`config.mk`:
```
export PLATFORM = sky130hd
export DESIGN_NAME = stopwatch_counter
export DESIGN_NICKNAME = d
export VERILOG_FILES = /design/src/rtl/stopwatch_counter_pkg.sv /design/src/rtl/stopwatch_counter_bcd_digit.sv /design/src/rtl/stopwatch_counter.sv
export SDC_FILE = /design/constraint.sdc
export NUM_CORES = 1
export LEC_CHECK = 0
export ABC_AREA = 1
export CAP_MARGIN = 0
export CORE_ASPECT_RATIO = 0.5
export CORE_MARGIN = 3
export CORE_UTILIZATION = 41
export DETAILED_ROUTE_END_ITERATION = 7
export PLACE_DENSITY = 0.59
export SETUP_SLACK_MARGIN = 0.4
export SYNTH_ARGS = -nofsm -noshare
export SYNTH_HDL_FRONTEND = slang
export SYNTH_SLANG_ARGS = --single-unit
```
`constraint.sdc`:
```
create_clock -name clk -period 3.6 [get_ports clk]
set_clock_uncertainty 0.05 [all_clocks]
set_input_delay 0.72 -clock clk [delete_from_list [all_inputs] [get_ports clk]]
set_output_delay 0.72 -clock clk [all_outputs]
set_load 0.02 [all_outputs]
```
`src/rtl/stopwatch_counter_pkg.sv`:
```
// Shared stopwatch constants and BCD helpers, used by the counter, control FSM and display driver.
package stopwatch_counter_pkg;

    localparam int DIGIT_W    = 4;
    localparam int NUM_DIGITS = 4;

    localparam int DEFAULT_CLK_FREQ_HZ = 100_000_000;
    localparam int DEFAULT_TICK_HZ     = 100;

    typedef logic [DIGIT_W-1:0] bcd_t;

    localparam bcd_t BCD_MAX = 4'd9;

    // Out-of-range codes are treated as 9 so a corrupted digit self-heals on its next increment.
    function automatic bcd_t bcd_next(input bcd_t d);
        return (d >= BCD_MAX) ? '0 : bcd_t'(d + 4'd1);
    endfunction

endpackage

```
`src/rtl/stopwatch_counter_bcd_digit.sv`:
```
// One decade of the stopwatch time register; chained through carry_in/carry_out.
module bcd_digit
    import stopwatch_counter_pkg::*;
(
    input  logic clk,
    input  logic reset_n,
    input  logic clr,
    input  logic carry_in,
    output bcd_t digit,
    output logic carry_out
);

    bcd_t r_digit;

    // NOTE: asynchronous reset sits in the sensitivity list; the synchronous clear is an ordinary priority branch.
    always_ff @(posedge clk or negedge reset_n) begin
        if (!reset_n) begin
            r_digit <= '0;
        end else if (clr) begin
            r_digit <= '0;
        end else if (carry_in) begin
            r_digit <= bcd_next(r_digit);
        end
    end

    assign digit     = r_digit;
    assign carry_out = carry_in & (r_digit >= BCD_MAX);

endmodule

```
`src/rtl/stopwatch_counter.sv`:
```
// Stopwatch timebase: divides clk to a centisecond tick and keeps elapsed time as SS.CC in BCD.
module stopwatch_counter
    import stopwatch_counter_pkg::*;
#(
    parameter int CLK_FREQ_HZ = DEFAULT_CLK_FREQ_HZ,
    parameter int TICK_HZ     = DEFAULT_TICK_HZ
) (
    input  logic                          clk,
    input  logic                          reset_n,
    input  logic                          init_regs,
    input  logic                          count_enabled,
    output logic [NUM_DIGITS*DIGIT_W-1:0] time_bcd,
    output logic                          tick,
    output logic                          wrapped
);

    localparam int DIV  = CLK_FREQ_HZ / TICK_HZ;
    localparam int PS_W = (DIV >= 2) ? $clog2(DIV) : 1;
    localparam logic [PS_W-1:0] PS_LAST = PS_W'(DIV - 1);

    generate
        if (DIV < 2) begin : g_div_check
            $error("stopwatch_counter: CLK_FREQ_HZ/TICK_HZ must be at least 2");
        end
    endgenerate

    logic [PS_W-1:0]               r_prescaler;
    logic                          r_tick;
    logic                          r_wrapped;
    logic                          w_inc;
    logic [NUM_DIGITS:0]           w_carry;
    logic [NUM_DIGITS*DIGIT_W-1:0] w_digits;

    // Clear outranks enable, so an init on a carry edge suppresses both the increment and the pulses.
    assign w_inc      = count_enabled & ~init_regs & (r_prescaler == PS_LAST);
    assign w_carry[0] = w_inc;

    // NOTE: sequential state uses non-blocking assignments so every register samples pre-edge values.
    always_ff @(posedge clk or negedge reset_n) begin
        if (!reset_n) begin
            r_prescaler <= '0;
            r_tick      <= 1'b0;
            r_wrapped   <= 1'b0;
        end else if (init_regs) begin
            r_prescaler <= '0;
            r_tick      <= 1'b0;
            r_wrapped   <= 1'b0;
        end else begin
            // Pausing holds the prescaler so the sub-tick fraction survives a stop/start.
            if (count_enabled) begin
                r_prescaler <= w_inc ? '0 : PS_W'(r_prescaler + 1'b1);
            end
            r_tick    <= w_inc;
            r_wrapped <= w_carry[NUM_DIGITS];
        end
    end

    generate
        for (genvar i = 0; i < NUM_DIGITS; i++) begin : g_digit
            bcd_digit u_digit (
                .clk       (clk),
                .reset_n   (reset_n),
                .clr       (init_regs),
                .carry_in  (w_carry[i]),
                .digit     (w_digits[i*DIGIT_W +: DIGIT_W]),
                .carry_out (w_carry[i+1])
            );
        end
    endgenerate

    assign time_bcd = w_digits;
    assign tick     = r_tick;
    assign wrapped  = r_wrapped;

endmodule

```
# After elaboration in Yosys (flattened, before gate mapping)
# Index checks and enable logic that the tools add are counted.
classes:
  n_mux: 17
  n_bitwise: 7
  n_eq_ne: 1
  order_cmp: 4
  reduce_logical: 5
  add_sub_neg: 5
op_table:
  columns: ["cell", "count"]
  rows:
  - ["20-bit 2-to-1 mux", 3]
  - ["4-bit 2-to-1 mux", 12]
  - ["20-bit by 1-bit adder with 20-bit output, second input constant", 1]
  - ["20-bit == test, second input constant", 1]
  - ["4-bit by 1-bit adder with 4-bit output, second input constant", 4]
  - ["4-bit >= comparator, second input constant", 4]
  - ["2-bit nonzero test", 5]
  - ["1-bit bitwise AND", 6]
  - ["1-bit 2-to-1 mux", 2]
  - ["1-bit NOT", 1]
word_totals:
  reg_bits: 38
  out_inout_bits: 18

# Depth between registers and ports, before layout
# Gate-level depths: netlist of run 1.
logic_depth:
  word_depth: 8
  ltp_mapped: 11
  depth_no_buf: 11

# Modules after synthesis
# A second synthesis of run 1 with hierarchy kept.
hier_totals:
  hier_cells: 312
  area_unflattened_um2: 2432.3
modules_own_cells:
  columns: ["mod", "area_per_inst_um2", "n_inst", "cells_per_inst"]
  rows:
  - ["stopwatch_counter", 1411.4, 1, 183]
  - ["bcd_digit at g_digit[1].u_digit ...", 252.7, 3, 32]
  - ["bcd_digit at g_digit[0].u_digit", 262.8, 1, 33]

# Worst setup path before layout of run 1
# No wires, ideal clock.
synth_path:
  path_type: "input port to flip-flop"
  startpoint: "input init_regs"
  endpoint: "register r_prescaler[7]"
  n_path_buf: 1
  slack_ns: 1.968
  setup_ns: 0.123
  cell_stages: 7
  arrival_ns: 1.459
  path_cell_list: "inv_2 > nand4_1 > nor2_1 > nand3_2 > nand2_1 > buf_4 > nor2_1"
synth_between:
  elab_chain_len: 6
synth_lines:
  columns: ["item", "line_no", "text"]
  rows:
  - ["start: declaration", "stopwatch_counter.sv:10", "input logic init_regs,"]
  - ["1-bit NOT", "stopwatch_counter.sv:35", "assign w_inc = count_enabled & ~init_regs & (r_prescaler == PS_LAST);"]
  - ["1-bit bitwise AND (2 in series)", "stopwatch_counter.sv:35", null]
  - ["20-bit 2-to-1 mux", "stopwatch_counter.sv:51", "r_prescaler <= w_inc ? '0 : PS_W'(r_prescaler + 1'b1);"]
  - ["20-bit 2-to-1 mux", "stopwatch_counter.sv:50", "if (count_enabled) begin"]
  - ["20-bit 2-to-1 mux", "stopwatch_counter.sv:44", "end else if (init_regs) begin"]
  - ["end signal: assignment", "stopwatch_counter.sv:51", null]
  - ["end: declaration", "stopwatch_counter.sv:27", "logic [PS_W-1:0] r_prescaler;"]
# Parallel ways exist; a longest one is shown, timed or not. The select of a mux whose other input is x is not followed.
# A chain may end at the register's enable or synchronous reset.

# Worst setup path in the final report of run 1
layout_path:
  startpoint: "input init_regs"
  endpoint: "register g_digit[0].u_digit.r_digit[3]"
layout_between:
  elab_chain_len: 4
layout_lines:
  columns: ["item", "line_no", "text"]
  rows:
  - ["1-bit NOT", "stopwatch_counter.sv:35", null]
  - ["1-bit bitwise AND (2 in series)", "stopwatch_counter.sv:35", null]
  - ["2-bit nonzero test (no source line)", null, null]
  - ["end signal: assignment", "stopwatch_counter_bcd_digit.sv:22", "r_digit <= bcd_next(r_digit);"]
  - ["end: declaration", "stopwatch_counter_bcd_digit.sv:13", "bcd_t r_digit;"]
# Parallel ways exist; a longest one is shown, timed or not.

==> metrics.md, run 1 <==
| Metric | Value |
|---|---|
| Drt via density | `5.22` |
| Fill cell count | `540` |
| Proportion of netlist area held by the largest area contributor | `0.389` |
| Run status | `completed` |
| Final routed wire length divided by cell count | `13.3 um` |
| Nets in the synthesized netlist | `339` |
| Global route overflow | `0` |
| Number of antenna violations at the first check in global routing | `0` |
| Worst skew pair latency | `0.28 ns` |
| Number of post-CTS setup repair buffers | `0` |
| Hold Path Origin | `r_prescaler[0]` |
| Buffers on Ports | `21` |
| Global-route usage over all layers | `0.174` |
| Post-synthesis cell type with the largest combined area | `dfrtp_1` |
| Worst setup path class | `input pin to register` |
| CP max-delay cell | `clkdlybuf4s50_1` |
| Distinct cells, synth | `33` |
| Worst setup SP type | `input pin` |
| Unrepaired setup endpoints after global routing | `no` |
| Starting density of the core | `0.434` |
| Site Rows | `19` |
| Antenna-violating nets left | `0` |
| Max Slew Vio Count | `0` |
| WHS Path Cells | `1` |
| Largest stage delay on the critical path | `0.51 ns` |
| Post-synth top flop | `dfrtp_1` |
| Final total negative setup slack | `0 ns` |
| Total die area | `6990 sq um` |
| Final worst slack | `0.978 ns` |
| Comb power frac | `0.042` |
| Number of max-cap violations | `0` |
| R2R cell count | `7` |
| Chip Height | `60.6 um` |
| Finish-stage setup viols | `0` |
| Sw power | `210 uW` |
| H-tree depth reported by CTS | `2` |
| P_int | `768 uW` |
| Synthesis-to-finish area growth | `17.9%` |
| Total routed wirelength | `5.59 mm` |
| Synthesized flop and latch total | `38` |
| Drt drc | `0` |
| Number of optimization iterations in the first detailed-route pass | `4` |
| TritonCTS Buffers | `5` |
| Number of DRC violations after detailed-routing iteration 0 | `156` |
| Arrival time reported for the critical path endpoint | `2.74 ns` |
| Proportion of power drawn by flip-flops and latches | `0.445` |
| Maximum clock frequency | `381 MHz` |
| Number of vias in the routed layout | `2193` |
| Root Buffer | `clkbuf_16` |
| Overall die width | `115 um` |
| Post-synth EDFFs | `0` |
| Antenna cell count | `0` |
| Number of nets in the layout | `363` |
| Critical register-to-register path endpoint | `g_digit[0].u_digit.digit[3]` |
| Clock tree buffer depth | `2` |
| CTS clock-pin slew for the worst setup and hold paths | `0.06 ns` |
| Largest voltage drop on the vdd net | `between 0.0002 and 0.00025 V` |
| Largest cells by area after synthesis | `dfrtp_1 (39%), nand2_1 (12%), nor2_1 (7.8%), ha_1 (6.6%), nand3_1 (6.1%)` |
| Cell family with the largest share of critical-path delay | `simple AND/OR/NAND/NOR gates` |
| Clock tree sinks | `38` |
| Total instance count after detailed placement | `between 400 and 500` |
| Final worst path period share | `0.728` |
| FF-to-FF setup slack | `1.57 ns` |
| Final total power | `around 1000 uW` |
| Clk pwr share | `0.513` |
| Required time of the critical path | `approximately 3.7 ns` |
| Worst slew pin tran | `0.856 ns` |
| Final hold violation count | `0` |
| Maximum number of pins on one net before global-route repair | `39` |
| Total of cells resized after clock tree synthesis | `0` |
| Non-Filler Instances | `420` |
| Endpoint with the worst hold slack | `r_prescaler[0]` |
| Quantity of hold-fixing buffers added after cts | `0` |
| First-pass GRT wire length | `9.52 mm` |
| Sequential area share after synthesis | `0.389` |
| CP cell instances | `clkdlybuf4s50_1 -> inv_2 -> nand4_1 -> nor2_1 -> nand3_2 -> nand2_1 -> nor2_1 -> o21a_1` |
| Async set-or-reset flop fraction in the synthesized netlist | `1.00` |
| Combined buffer and inverter count along the critical path | `2` |
| Critical path capture point type | `register` |
| Switching share of total power | `0.214` |
| Synthesized instance count | `about 320` |
| Highest-count cells in the layout ignoring fill and taps | `nand2_1 (75), nor2_1 (51), dfrtp_1 (38)` |
| Leakage dissipation | `1.22 nW` |
| Number of warnings reported in the yosys synthesis log | `0` |
| Worst setup timing slack at the placement stage | `0.693 ns` |
| Standard cell core area | `5630 sq um` |
| Commonest non-fill, non-tap cell in the layout | `nand2_1` |
| Synthesized area divided by synthesized cell count | `7.60 sq um` |
| Vias in the first global route | `between 2k and 2.5k` |
| Number of top-level pins | `22` |
| Reg2reg start | `r_prescaler[0]` |
| Critical path fanouts, max | `23` |
| Post-DP HPWL | `4.26 mm` |
| Routability congestion estimate from global placement | `0.929` |
| Post-route minimum period | `2.62 ns` |
| Most used cell, CP | `nor2_1` |
| Fraction of layout instances using a drive strength above 1 | `0.0893` |
| CTS tree | `built` |
| Slew margin rel. | `0.429` |
| Post-synth design cell area | `2450 sq um` |
| Cell Pwr Density | `339 nW/um^2` |
| Path class of the lowest-slack min-delay path | `register to register` |
[power by group through the flow]
stage          logic [mW]  clock network (mW)  registers, mW
2_1_floorplan      0.0218                   0          0.443
3_3_place_gp       0.0415                   0          0.442
3_5_place_dp       0.0421                   0          0.442
4_1_cts            0.0422               0.513          0.434
5_1_grt            0.0472               0.530          0.435
6_report           0.0409               0.502          0.434
[synthesized netlist by cell type (all sizes together) (2+ instances only)]
| cell | instances |
|---|---|
| o21ai | 12 |
| ha | 13 |
| xnor2 | 2 |
| nor3 | 3 |
| inv | 37 |
| a21oi | 2 |
| buf | 5 |
| xor2 | 11 |
| nand4 | 14 |
| o31ai | 3 |
| nand3b | 2 |
| nor2 | 57 |
| nand3 | 34 |
| dfrtp | 38 |
| nand2 | 78 |
| o22ai | 4 |
| nor3b | 2 |
[sequential cells by signal, summed over array words and instances (netlist names)]
signal / cells
r_prescaler: 20
tick: 1
wrapped: 1
g_digit.u_digit.digit: 16
[cell type report]
type,instances,area (sq um),share of cell area
clock buffers,5,125,0.0434
clock inverters,3,45.0,0.0156
inverters,37,139,0.0481
multi-input cells,242,1320,0.458
flip-flops and latches,38,951,0.330
well taps,73,91.3,0.0317
repair buffers,22,213,0.0737
[through the flow]
stage | utilization | area, sq um | hold WS (ns)
floorplan | - | 2450 | 0.374
global placement | 0.482 | 2720 | 0.462
detailed placement | 0.482 | 2720 | 0.476
CTS | 0.512 | 2890 | 0.484
global route | 0.512 | 2890 | 0.511
finish | 0.512 | 2890 | 0.479
[metal layers]
metal / wire length (um) / part of all wire / vias to the layer above / global-route usage
met3: 269 / 0.048 / 10 / 0.0428
met1: 2640 / 0.47 / 1036 / 0.229
met2: 2610 / 0.47 / 49 / 0.289
met5: 0 / 0 / - / 0
li1: - / - / 1098 / -
met4: 74 / 0.013 / 0 / 0.0569
[kinds of logic (layout without fill, tap and decap cells)]
group           count (synthesis)  count (layout)  share of synthesized area
simple gates                  190             190                      0.354
flops                          38              38                      0.389
mux                             1               1                    0.00409
compound gates                 25              25                     0.0685
buf+inv                        42              67                     0.0716
xor+xnor                       13              13                     0.0465
fa+ha+maj                      13              13                     0.0665
[worst max path at each step]
| stage | start | endpoint | depth (start not counted) |
|---|---|---|---|
| after CTS | init_regs | g_digit[0].u_digit.digit[3] | 8 |
| after floorplan | init_regs | r_prescaler[7] | 7 |
| final | init_regs | g_digit[0].u_digit.digit[3] | 8 |
| after global placement | init_regs | g_digit[0].u_digit.digit[3] | 8 |
| after global routing | init_regs | g_digit[0].u_digit.digit[3] | 8 |
| after detailed placement | init_regs | g_digit[0].u_digit.digit[3] | 8 |
Note: power is estimated with default switching activity, not from simulation.
==> run 2: changes to the inputs <==
clock period = 2.7 ns   (was 3.6 ns; I/O delays follow)
==> run 2 against run 1 <==
- non-clock buffer count up 2
- clock power increased by 18%
- core utilization is 0.13 points lower
- via count is 1.7% lower
- total power is 26% higher
- largest cell class unchanged
- sequential power up 33%
- combinational power rose by 42%
- register-to-register slack got worse by 0.72 ns
==> metrics.md, run 2 (synthesized netlist as in run 1, its figures left out) <==
| Metric | Value |
|---|---|
| Run status | `completed` |
| Total of cells resized after clock tree synthesis | `0 (unchanged)` |
| Number of vias in the routed layout | `2155 (-1.7%)` |
| Commonest non-fill, non-tap cell in the layout | `nand2_1` |
| Highest-count cells in the layout ignoring fill and taps | `nand2_1 (75), nor2_1 (51), dfrtp_1 (38)` |
| CP max-delay cell | `clkdlybuf4s50_1` |
| Number of flip-flops under the largest register name | `20 (unchanged)` |
| H-tree depth reported by CTS | `2 (unchanged)` |
| Maximum number of pins on one net before global-route repair | `39 (unchanged)` |
| Worst setup SP type | `register` |
| CTS tree | `built` |
| Chip Height | `60.6 um (unchanged)` |
| Maximum clock frequency | `501 MHz` |
| Final total power | `1.23 mW (+26%)` |
| Antenna-violating nets left | `0 (unchanged)` |
| Arrival time reported for the critical path endpoint | `1.41 ns (-1.33 ns)` |
| Number of optimization iterations in the first detailed-route pass | `4 (unchanged)` |
| Drt drc | `0 (unchanged)` |
| Global route overflow | `0 (unchanged)` |
| Number of top-level pins | `22 (unchanged)` |
| Worst skew pair latency | `0.28 ns (about the same)` |
| TritonCTS Buffers | `5 (unchanged)` |
| FF-to-FF setup slack | `0.85 ns (-0.72 ns)` |
| Fraction of layout instances using a drive strength above 1 | `0.0917 (+0.00235)` |
| Post-Layout Inst Area | `2880 sq um (-0.26%)` |
| Required time of the critical path | `2.11 ns (-1.61 ns)` |
| Post-DP HPWL | `4.11 mm (-3.5%)` |
| CP cell instances | `clkdlybuf4s50_1` |
| Largest stage delay on the critical path | `0.65 ns (+0.14 ns)` |
| Cell family with the largest share of critical-path delay | `buffers and inverters` |
| Number of antenna violations at the first check in global routing | `0 (unchanged)` |
| Standard cell core area | `5630 sq um (unchanged)` |
| Cell Pwr Density | `428 nW/um^2 (+26%)` |
| Antenna cell count | `0 (unchanged)` |
| Combined buffer and inverter count along the critical path | `1 (-1)` |
| Placement-stage cell area | `2730 sq um (+0.55%)` |
| Vias in the first global route | `2056 (+2.2%)` |
| Finish-stage setup viols | `0 (unchanged)` |
| Final total negative setup slack | `0 ns (unchanged)` |
| Drt via density | `5.11 (-2.2%)` |
| Clock tree buffer depth | `2 (unchanged)` |
| Worst slew pin tran | `0.859 ns (+0.00278 ns)` |
| Max Slew Vio Count | `0 (unchanged)` |
| Site Rows | `19 (unchanged)` |
| Critical register-to-register path endpoint | `g_digit[3].u_digit.digit[2]` |
| Reg2reg start | `r_prescaler[0]` |
| Path class of the lowest-slack min-delay path | `input pin to async pin` |
| Largest voltage drop on the vdd net | `0.000232 V (-0.16%)` |
| Final hold violation count | `0 (unchanged)` |
| Starting density of the core | `0.434 (unchanged)` |
| Clock tree sinks | `38 (unchanged)` |
| CTS clock-pin slew for the worst setup and hold paths | `0.06 ns (about the same)` |
| Buffers on Ports | `21 (unchanged)` |
| Number of DRC violations after detailed-routing iteration 0 | `162 (+3.8%)` |
| Post-route minimum period | `2.00 ns` |
| Routability congestion estimate from global placement | `0.932 (+0.30%)` |
| Unrepaired setup endpoints after global routing | `no` |
| First-pass GRT wire length | `9.57 mm (+0.58%)` |
| Overall die width | `115 um (unchanged)` |
| Total routed wirelength | `5.48 mm (-2.1%)` |
| Final routed wire length divided by cell count | `13.0 um (-2.5%)` |
| Global-route usage over all layers | `0.174 (-0.000303)` |
| Synthesis-to-finish area growth | `17.6%` |
| Number of post-CTS setup repair buffers | `0 (unchanged)` |
| Critical path capture point type | `primary output` |
| Quantity of hold-fixing buffers added after cts | `0 (unchanged)` |
| Critical path fanouts, max | `7 (-70%)` |
| Number of nets in the layout | `365 (+0.55%)` |
| Number of max-cap violations | `0 (unchanged)` |
| R2R cell count | `8 (+1)` |
| Hold_ws | `0.318 ns (-0.161 ns)` |
| Total die area | `6990 sq um (unchanged)` |
| Root Buffer | `clkbuf_16` |
| Slew margin rel. | `0.427 (-0.00185)` |
| Reg with most FFs | `r_prescaler` |
| Leakage dissipation | `1.23 nW (+0.61%)` |
| Final worst path period share | `0.739` |
| Worst setup path class | `register to primary output` |
-- run 2: metrics by stage --
step                       util  worst slack (ns)  instances
after detailed placement  0.485             0.488        414
after global placement    0.485             0.550        414
after global routing      0.511             0.610        422
after CTS                 0.511             0.692        422
after floorplan               -              1.10        322
final                     0.511             0.705        422
-- run 2: final cells by class --
cell class                      count  area, sq um
Timing Repair Buffer               24          228
Tap cell                           73         91.3
Clock inverter                      1         5.00
Sequential cell                    38          951
Multi-Input combinational cell    242         1320
Clock buffer                        7          143
Fill cell                         543         2760
Inverter                           37          139
-- run 2: worst max-delay path by stage --
stage                                      from                          end  cells after the start
global route                          init_regs  g_digit[2].u_digit.digit[1]                      9
floorplan           g_digit[0].u_digit.digit[0]  g_digit[2].u_digit.digit[0]                      8
detailed placement                    init_regs  g_digit[2].u_digit.digit[1]                      9
CTS                 g_digit[3].u_digit.digit[0]                 time_bcd[12]                      1
finish              g_digit[3].u_digit.digit[0]                 time_bcd[12]                      1
global placement                      init_regs               r_prescaler[9]                      9
-- run 2: power breakdown --
part	internal [mW]	switching (mW)	total (mW)
Sequential	0.574	0.00568	0.579
Clock	0.366	0.228	0.594
Combinational	0.0166	0.0414	0.0580
-- run 2: routing by layer --
layer,share of wire,global-route usage
met5,0,0
met1,0.49,0.241
met3,0.046,0.0388
met2,0.46,0.280
met4,0.0057,0.0452
